--- src/rtl/ysyx_23060124_lsu_mc.sv ---
// ysyx_23060124_lsu_mc: multi-cycle handshaked load/store unit between EXU and the data bus.
// Issues one aligned bus access per request, bounded by a timeout, and returns size/sign-adjusted data.
`ifndef ysyx_23060124_OPT_LSU_LB
`define ysyx_23060124_OPT_LSU_LB  1
`define ysyx_23060124_OPT_LSU_LH  2
`define ysyx_23060124_OPT_LSU_LW  3
`define ysyx_23060124_OPT_LSU_LBU 4
`define ysyx_23060124_OPT_LSU_LHU 5
`define ysyx_23060124_OPT_LSU_SB  1
`define ysyx_23060124_OPT_LSU_SH  2
`define ysyx_23060124_OPT_LSU_SW  3
`endif

module ysyx_23060124_lsu_mc #(
  parameter int ADDR_W    = 32,
  parameter int DATA_W    = 32,
  parameter int TIMEOUT   = 255,
  parameter int OPT_WIDTH = 4
) (
  input  logic                 clock,
  input  logic                 reset,
  input  logic                 in_valid,
  output logic                 in_ready,
  input  logic [OPT_WIDTH-1:0] load_opt,
  input  logic [OPT_WIDTH-1:0] store_opt,
  input  logic [ADDR_W-1:0]    addr,
  input  logic [DATA_W-1:0]    wdata,
  output logic                 out_valid,
  input  logic                 out_ready,
  output logic [DATA_W-1:0]    lsu_res,
  output logic [1:0]           lsu_err,
  output logic                 mem_req_valid,
  input  logic                 mem_req_ready,
  output logic                 mem_req_wen,
  output logic [ADDR_W-1:0]    mem_req_addr,
  output logic [DATA_W-1:0]    mem_req_wdata,
  output logic [DATA_W/8-1:0]  mem_req_wstrb,
  input  logic                 mem_rsp_valid,
  input  logic [DATA_W-1:0]    mem_rsp_rdata,
  input  logic                 mem_rsp_err
);

  localparam int NB    = DATA_W / 8;
  localparam int OFF_W = $clog2(NB);
  localparam int CNT_W = (TIMEOUT > 1) ? $clog2(TIMEOUT) : 1;

  localparam logic [1:0] IDLE = 2'd0, REQ = 2'd1, WAIT = 2'd2, DONE = 2'd3;
  localparam logic [1:0] SZ_B = 2'd0, SZ_H = 2'd1, SZ_W = 2'd2;
  localparam logic [1:0] ERR_OK = 2'd0, ERR_ILL = 2'd1, ERR_BUS = 2'd2, ERR_TMO = 2'd3;

  localparam logic [OPT_WIDTH-1:0] OPT_LB  = OPT_WIDTH'(`ysyx_23060124_OPT_LSU_LB);
  localparam logic [OPT_WIDTH-1:0] OPT_LH  = OPT_WIDTH'(`ysyx_23060124_OPT_LSU_LH);
  localparam logic [OPT_WIDTH-1:0] OPT_LW  = OPT_WIDTH'(`ysyx_23060124_OPT_LSU_LW);
  localparam logic [OPT_WIDTH-1:0] OPT_LBU = OPT_WIDTH'(`ysyx_23060124_OPT_LSU_LBU);
  localparam logic [OPT_WIDTH-1:0] OPT_LHU = OPT_WIDTH'(`ysyx_23060124_OPT_LSU_LHU);
  localparam logic [OPT_WIDTH-1:0] OPT_SB  = OPT_WIDTH'(`ysyx_23060124_OPT_LSU_SB);
  localparam logic [OPT_WIDTH-1:0] OPT_SH  = OPT_WIDTH'(`ysyx_23060124_OPT_LSU_SH);
  localparam logic [OPT_WIDTH-1:0] OPT_SW  = OPT_WIDTH'(`ysyx_23060124_OPT_LSU_SW);

  logic [1:0]       state;
  logic [CNT_W-1:0] cnt;
  logic [1:0]       size_q;
  logic             sext_q;
  logic             store_q;
  logic [OFF_W-1:0] off_q;

  logic             is_load;
  logic             is_store;
  logic             op_ok;
  logic             sext;
  logic             misaligned;
  logic [1:0]       size;
  logic [OFF_W-1:0] off;
  logic [NB-1:0]    strb_base;

  // Accept-time decode of the incoming request.
  always_comb begin
    // NOTE: every signal gets a default before any branch, so no path can infer a latch.
    is_load   = (load_opt != '0);
    is_store  = (store_opt != '0);
    size      = SZ_B;
    sext      = 1'b0;
    op_ok     = 1'b1;
    off       = addr[OFF_W-1:0];
    strb_base = '0;
    if (is_load) begin
      case (load_opt)
        OPT_LB:  begin size = SZ_B; sext = 1'b1; end
        OPT_LH:  begin size = SZ_H; sext = 1'b1; end
        OPT_LW:  begin size = SZ_W; sext = 1'b1; end
        OPT_LBU: size = SZ_B;
        OPT_LHU: size = SZ_H;
        default: op_ok = 1'b0;
      endcase
    end else if (is_store) begin
      case (store_opt)
        OPT_SB:  size = SZ_B;
        OPT_SH:  size = SZ_H;
        OPT_SW:  size = SZ_W;
        default: op_ok = 1'b0;
      endcase
    end
    misaligned = ((size == SZ_H) && addr[0]) || ((size == SZ_W) && (addr[1:0] != 2'b00));
    case (size)
      SZ_B:    strb_base = NB'(4'h1);
      SZ_H:    strb_base = NB'(4'h3);
      default: strb_base = NB'(4'hF);
    endcase
  end

  logic [DATA_W-1:0] rsp_sh;
  logic [DATA_W-1:0] load_val;

  // Right-align the addressed lane, then sign- or zero-extend to full width.
  always_comb begin
    rsp_sh = mem_rsp_rdata >> {off_q, 3'b000};
    case (size_q)
      SZ_B:    load_val = sext_q ? DATA_W'($signed(rsp_sh[7:0]))  : DATA_W'(rsp_sh[7:0]);
      SZ_H:    load_val = sext_q ? DATA_W'($signed(rsp_sh[15:0])) : DATA_W'(rsp_sh[15:0]);
      default: load_val = sext_q ? DATA_W'($signed(rsp_sh[31:0])) : DATA_W'(rsp_sh[31:0]);
    endcase
  end

  // NOTE: clocked state uses non-blocking assignments so every register sees pre-edge values.
  always_ff @(posedge clock) begin
    if (reset) begin
      state         <= IDLE;
      cnt           <= '0;
      lsu_res       <= '0;
      lsu_err       <= ERR_OK;
      mem_req_wen   <= 1'b0;
      mem_req_addr  <= '0;
      mem_req_wdata <= '0;
      mem_req_wstrb <= '0;
      size_q        <= SZ_B;
      sext_q        <= 1'b0;
      store_q       <= 1'b0;
      off_q         <= '0;
    end else begin
      case (state)
        IDLE: begin
          if (in_valid) begin
            lsu_res <= '0;
            if (!is_load && !is_store) begin
              lsu_err <= ERR_OK;
              state   <= DONE;
            end else if ((is_load && is_store) || !op_ok || misaligned) begin
              lsu_err <= ERR_ILL;
              state   <= DONE;
            end else begin
              lsu_err       <= ERR_OK;
              mem_req_wen   <= is_store;
              mem_req_addr  <= {addr[ADDR_W-1:OFF_W], OFF_W'(0)};
              mem_req_wdata <= is_store ? (wdata << {off, 3'b000}) : '0;
              mem_req_wstrb <= is_store ? (strb_base << off) : '0;
              size_q        <= size;
              sext_q        <= sext;
              store_q       <= is_store;
              off_q         <= off;
              state         <= REQ;
            end
          end
        end
        REQ: begin
          if (mem_req_ready) begin
            cnt   <= '0;
            state <= WAIT;
          end
        end
        WAIT: begin
          cnt <= cnt + 1'b1;
          // A response in the final timeout cycle still wins over the timeout.
          if (mem_rsp_valid) begin
            state <= DONE;
            if (mem_rsp_err) begin
              lsu_err <= ERR_BUS;
              lsu_res <= '0;
            end else begin
              lsu_err <= ERR_OK;
              lsu_res <= store_q ? '0 : load_val;
            end
          end else if ((TIMEOUT != 0) && (cnt == CNT_W'(TIMEOUT - 1))) begin
            lsu_err <= ERR_TMO;
            lsu_res <= '0;
            state   <= DONE;
          end
        end
        DONE: begin
          if (out_ready) state <= IDLE;
        end
        default: state <= IDLE;
      endcase
    end
  end

  assign in_ready      = (state == IDLE);
  assign mem_req_valid = (state == REQ);
  assign out_valid     = (state == DONE);

endmodule

--- config.mk ---
export PLATFORM = sky130hd
export DESIGN_NAME = ysyx_23060124_lsu_mc
export DESIGN_NICKNAME = d
export VERILOG_FILES = /design/src/rtl/ysyx_23060124_lsu_mc.sv
export SDC_FILE = /design/constraint.sdc
export NUM_CORES = 1
export LEC_CHECK = 0
export BUFFER_PORTS_ARGS = -buffer_cell sky130_fd_sc_hd__buf_2
export CORE_AREA = 2 2 107 109
export CTS_CLUSTER_SIZE = 20
export DETAILED_ROUTE_END_ITERATION = 8
export DIE_AREA = 0 0 109 111
export PLACE_DENSITY = 0.85
export SYNTH_ARGS = -nofsm -noshare
export SYNTH_HDL_FRONTEND = slang
export SYNTH_SLANG_ARGS = --single-unit
export TNS_END_PERCENT = 20
--- constraint.sdc ---
create_clock -name clock -period 3.9 [get_ports clock]
set_input_delay 0.39 -clock clock [delete_from_list [all_inputs] [get_ports clock]]
set_output_delay 0.39 -clock clock [all_outputs]
set_load 0.02 [all_outputs]
; ---- Yosys cells after proc, flatten, opt, wreduce, memory -nomap -nowiden
; Index checks and enable logic that the tools add are counted.
[op_classes]
addsub = 1
eq_ne = 19
shift = 3
n_mux = 38
bitwise = 2
n_reduce_logical = 26
[ops]
columns = cell, count
row1 = $mux 32, 8
row2 = $pmux 32 s2, 2
row3 = $shl 32x5->32, 1
row4 = $shr 32x5->32, 1
row5 = $mux 2, 12
row6 = $eq 4x2->1 const B, 4
row7 = $pmux 8 s2, 1
row8 = $pmux 2 s2, 3
row9 = $add 8x1->8 const B, 1
row10 = $eq 4x1->1 const B, 2
row11 = $eq 4x3->1 const B, 2
row12 = $eq 8x8->1 const B, 1
row13 = $mux 1, 8
row14 = $mux 8, 1
row15 = $pmux 2 s4, 1
row16 = $pmux 4 s2, 1
row17 = $reduce_and 4->1, 2
row18 = $reduce_bool 4->1, 2
row19 = $eq 2x1->1 const B, 3
row20 = $eq 2x2->1 const B, 3
row21 = $logic_not 2->1, 3
row22 = $reduce_bool 2->1, 3
row23 = $reduce_or 3->1, 2
row24 = $reduce_or 5->1, 1
row25 = other kinds (12), 21
[word_totals]
regBits = 116
inputBits = 111
out_inout_bits = 106
wordCells = 100

; ---- Logic depth before layout (Yosys ltp)
[logic_depth]
ltp_word = 12
depth_mapped = 10
ltp_nobuf = 7

; ---- Worst setup path after synthesis
; Ideal clock, no wire load.
[synth_timing]
path_type = register to register
from = reg state[0]
to = reg lsu_res[30]
setup_time_ns = 0.060
t_arrival_ns = 2.113
required_time_ns = 3.840
path_slack_ns = 1.727
stages_incl_launch_ff = 11
n_path_buf = 3
period_less_slack_ns = 2.173
path_cell_list = dfxtp_1 inv_1 ha_1 nand2b_1 and3_1 clkbuf_1 nand2_1 nor4bb_1 clkbuf_1 buf_2 a221o_1
[synth_between]
elab_chain_cells = 3
word_cells_on_any_way = 7
classes_between = eq/ne (3) / mux (1) / reduce/logical (3)
[synth_rtl]
columns = element, line_no
row1 = from (decl), 60  ; logic [1:0] state;
row2 = from (signal assigned), 127  ; state <= IDLE;
row3 = from (signal assigned), 146  ; state <= DONE;
row4 = from (signal assigned), 149  ; state <= DONE;
row5 = $logic_not 2->1 *, n/a
row6 = net in_ready, 23  ; output logic in_ready,
row7 = $ne 2x2->1 (no source line) / $reduce_bool 2->1 (equally long branches), n/a
row8 = $reduce_and 3->1 (no source line), n/a
row9 = to (signal assigned), 180  ; lsu_res <= store_q ? '0 : load_val;
row10 = to (decl), 30  ; output logic [DATA_W-1:0] lsu_res,
; Mark *: on every way through the listed nets, which the timed path passes. The rest lies on a longest branch.
; A chain may end at the register's enable or synchronous reset.

; ---- Final worst setup path
[layout_timing]
from = reg state[0]
to = reg lsu_res[26]
[layout_between]
elab_chain_cells = 3
word_cells_on_any_way = 7
classes_between = eq/ne (3) / mux (1) / reduce/logical (3)
[layout_rtl]
columns = element, line_no
row1 = $eq 2x2->1 / $logic_not 2->1 (equally long branches), 140  ; case (state)
row2 = $ne 3x3->1 (no source line) (tied with other cells), n/a
row3 = $reduce_and 3->1 (no source line), n/a
; Parallel ways exist; a longest one is shown, timed or not.

==> results.md <==
- Total clock sinks: around 120
- Postcts setup bufs: 0
- GRT Residual Overflow: 0
- First-pass GRT wire length: 25.8 mm
- Clock Skew: 11.9 ps
- Seq/Total Area, Yosys: 40.0%
- Leak: 3.29 nW
- Port bufs: 214
- Startpoint types: flip-flop
- Syn. warnings: 0
- TritonCTS buffer count: 17
- Crit. End Element: flip-flop
- Switch Pwr: 0.888 mW
- CP Data Arrival Time: 2900 ps
- Top cell type's share of synthesized area: 40.0%
- Gate Count Post-Synth: 669
- Relative slew slack: 32.3%
- H-tree levels: 4
- HP Class: in2reg
- Share of layout cells above drive strength 1: 31.9%
- Root buf cell: clkbuf_16
- Sequential cell area: 2320 um2
- Total core area: 11,100 um2
- Final WL: roughly 16 mm
- Vias in the first global route: around 5,500
- Num ports: 217
- Crit-path max FO: 18
- CTS tree: done
- Antenna violations before repair: 0
- Highest clock rate: 390 MHz
- Seq cells post-synth: 116
- Routed Antenna Nets: 0
- Busiest grt layer: met2
- Critical path required time: ~4200 ps
- Hold_buf cts: 0
- Placement Setup Slack: 1140 ps
- RSZ-0062 raised after global routing: no
- Maxcap violations: 0
- GR Layer Usage met3: 7.11%
- Slew Viols, Final: 0
- Die H: approximately 110 um
- Seq pwr share: 37.1%
- Netlist cell types: 58
- Initial drt markers: 525
- Nets: slightly below 1,000
- Complex-gate fraction of the synthesized area: between 20% and 30%
- Total power draw: 3.35 mW
- Vias: approximately 5,700
- Worst Setup SP: state[0]
- Pin count of the biggest net entering global routing: 56
- Post-route minimum period: 2560 ps
- Synth Area per Inst: around 8.7 um2
- Worst skew pair latency: ~400 ps
- DRC: 0
- XOR/XNOR Fraction of Synth Area: 0.755%
- Max clock buf depth: 2
- Slew @ Worst Pin: a little over 1000 ps
- Multiplexer share of the synthesized area: between 10% and 20%
- Initial Util: a little over half
- Post-synth EDFFs: 0
- GRT Overall Usage: 26.6%
- Via-to-Cell Ratio: approximately 5.7
- Ys async rst share: 0%
- Final period utilization: 65.8%
- Die area: about 12,000 um2
- Switching share of power: 26.5%
- Fill count: between 800 and 900
- Clk pwr share: 47.1%
- Critical R2R Launch: state[0]
- Worst VDD drop: 0.000286 V
- Synth area leaders: dfxtp_1, mux2i_1, o21ai_0
- Die width: 109 um
- Diode count: 0
- Final hold vios: 0
- Setup TNS: 0 ps
- Status: finished, final reports clean
- Main flop type after synthesis: dfxtp_1
- Avg WL per Cell: 16.2 um
- Worst setup path category: reg2reg
- Footprint of the multi-input gates: 3180 um2
- Pre-Repair DR Iteration Count: 5
- Area share of and/or/nand/nor cells after synthesis: 17.9%
- RePlAce Congestion: 0.905
- Dpl hpwl: about 11 mm
- Pwr/cell area: 448 nW/um2
- Met2 Use GR: between 40% and 50%
- Synth Area in Adders: around 1.3%
- Num rows: 39
- Layout area overhead: 28.9%
- Post-cts resize count: 0
- Endpoints failing setup: 0
- Largest family of logic cells by synthesized area: compound AO/OA/AOI/OAI gates
- Worst Slack Setup Final: 1340 ps
- Worst-path clk slew: 60 ps
- Mapped Area: 5800 um2
- Top cells by count, synth: dfxtp_1, nand2_1, mux2i_1
- Comb power frac: 15.9%
- Leading area contributor after synthesis: dfxtp_1
- Met1 Resource Use GR: 33.4%
- Most common cell in the synthesized netlist: dfxtp_1
- Internal power: 2.46 mW
- Worst hold start: addr[10]
## sequential cells by signal (all words and copies together) (netlist names), 2 cells and up
register       count
cnt                8
lsu_err            2
lsu_res           32
mem_req_addr      30
mem_req_wdata     32
mem_req_wstrb      4
off_q              2
size_q             2
state              2
## worst paths after layout
path / endpoint / slack (ps) / cells after the start
setup / recovery: lsu_res[26] / 1340 / 8
hold / removal: mem_req_addr[10] / 240 / 3
setup reg to reg: lsu_res[26] / 1340 / 8
hold reg to reg: mem_req_wdata[18] / 450 / 2
## layer usage
| layer | share of wire, % | vias up |
|---|---|---|
| met2 | 48 | 248 |
| li1 | - | 2788 |
| met4 | 2.3 | 0 |
| met5 | 0 | - |
| met3 | 7.4 | 38 |
| met1 | 42 | 2669 |
## cells by family after synthesis
family | Yosys count
and+or+nand+nor | 213
other | 1
xor gates and xnor gates | 5
DFF | 116
adders and majority gates | 6
muxes | 73
buffers and inverters | 72
AOI/OAI and AO/OA | 183
## critical path: stages, from the launching register on
cell and delay, ps:
dfxtp_1 380, inv_1 80, ha_1 280, nand2b_1 150, and3_1 160, buf_4 220, nand4b_1 380, nor2_1 600
a221o_1 250
## power by group through the flow
stage,Sequential [mW],Combinational [mW],Clock [mW]
after global routing,1.24,0.584,1.66
after detailed placement,1.26,0.519,0
after CTS,1.24,0.525,1.60
after global placement,1.26,0.512,0
final,1.24,0.531,1.58
after floorplan,1.28,0.328,0
## through the flow
| stage | instance area, um2 | utilization, % | hold WS (ps) | std cells |
|---|---|---|---|---|
| after floorplan | 5800 | - | 444 | 670 |
| after global placement | 6870 | 62.0 | 440 | 976 |
| after detailed placement | 6870 | 62.0 | 443 | 976 |
| after CTS | 7480 | 67.5 | 224 | 1008 |
| after global routing | 7480 | 67.5 | 225 | 1008 |
| final | 7480 | 67.5 | 242 | 1008 |
## area by class of cell
| cell class | count | share of cell area (%) |
|---|---|---|
| multi-input combinational | 482 | 42.5 |
| sequential | 116 | 31.1 |
| timing repair buffer | 226 | 15.5 |
| clock buffer | 23 | 6.39 |
| tap | 143 | 2.39 |
| clock inverter | 9 | 1.69 |
| inverter | 9 | 0.452 |
## layout by cell type, fill, tap and decap left out, types with 5 or more instances in the layout
master and n:
a221o_1 8, inv_1 8, nand2_1 74, mux2i_1 62, o21ai_0 57, dfxtp_1 116, o41ai_1 9, nor2b_1 14
a32oi_1 7, o211ai_1 17, nor3b_1 5, a22oi_1 10, buf_4 12, ha_1 6, a21oi_1 40, nor2_1 47
a211o_1 15, mux2_2 10, a2bb2oi_1 8, buf_2 214, clkbuf_16 17, nand3_1 43
Note: power is estimated with default switching activity, not from simulation.
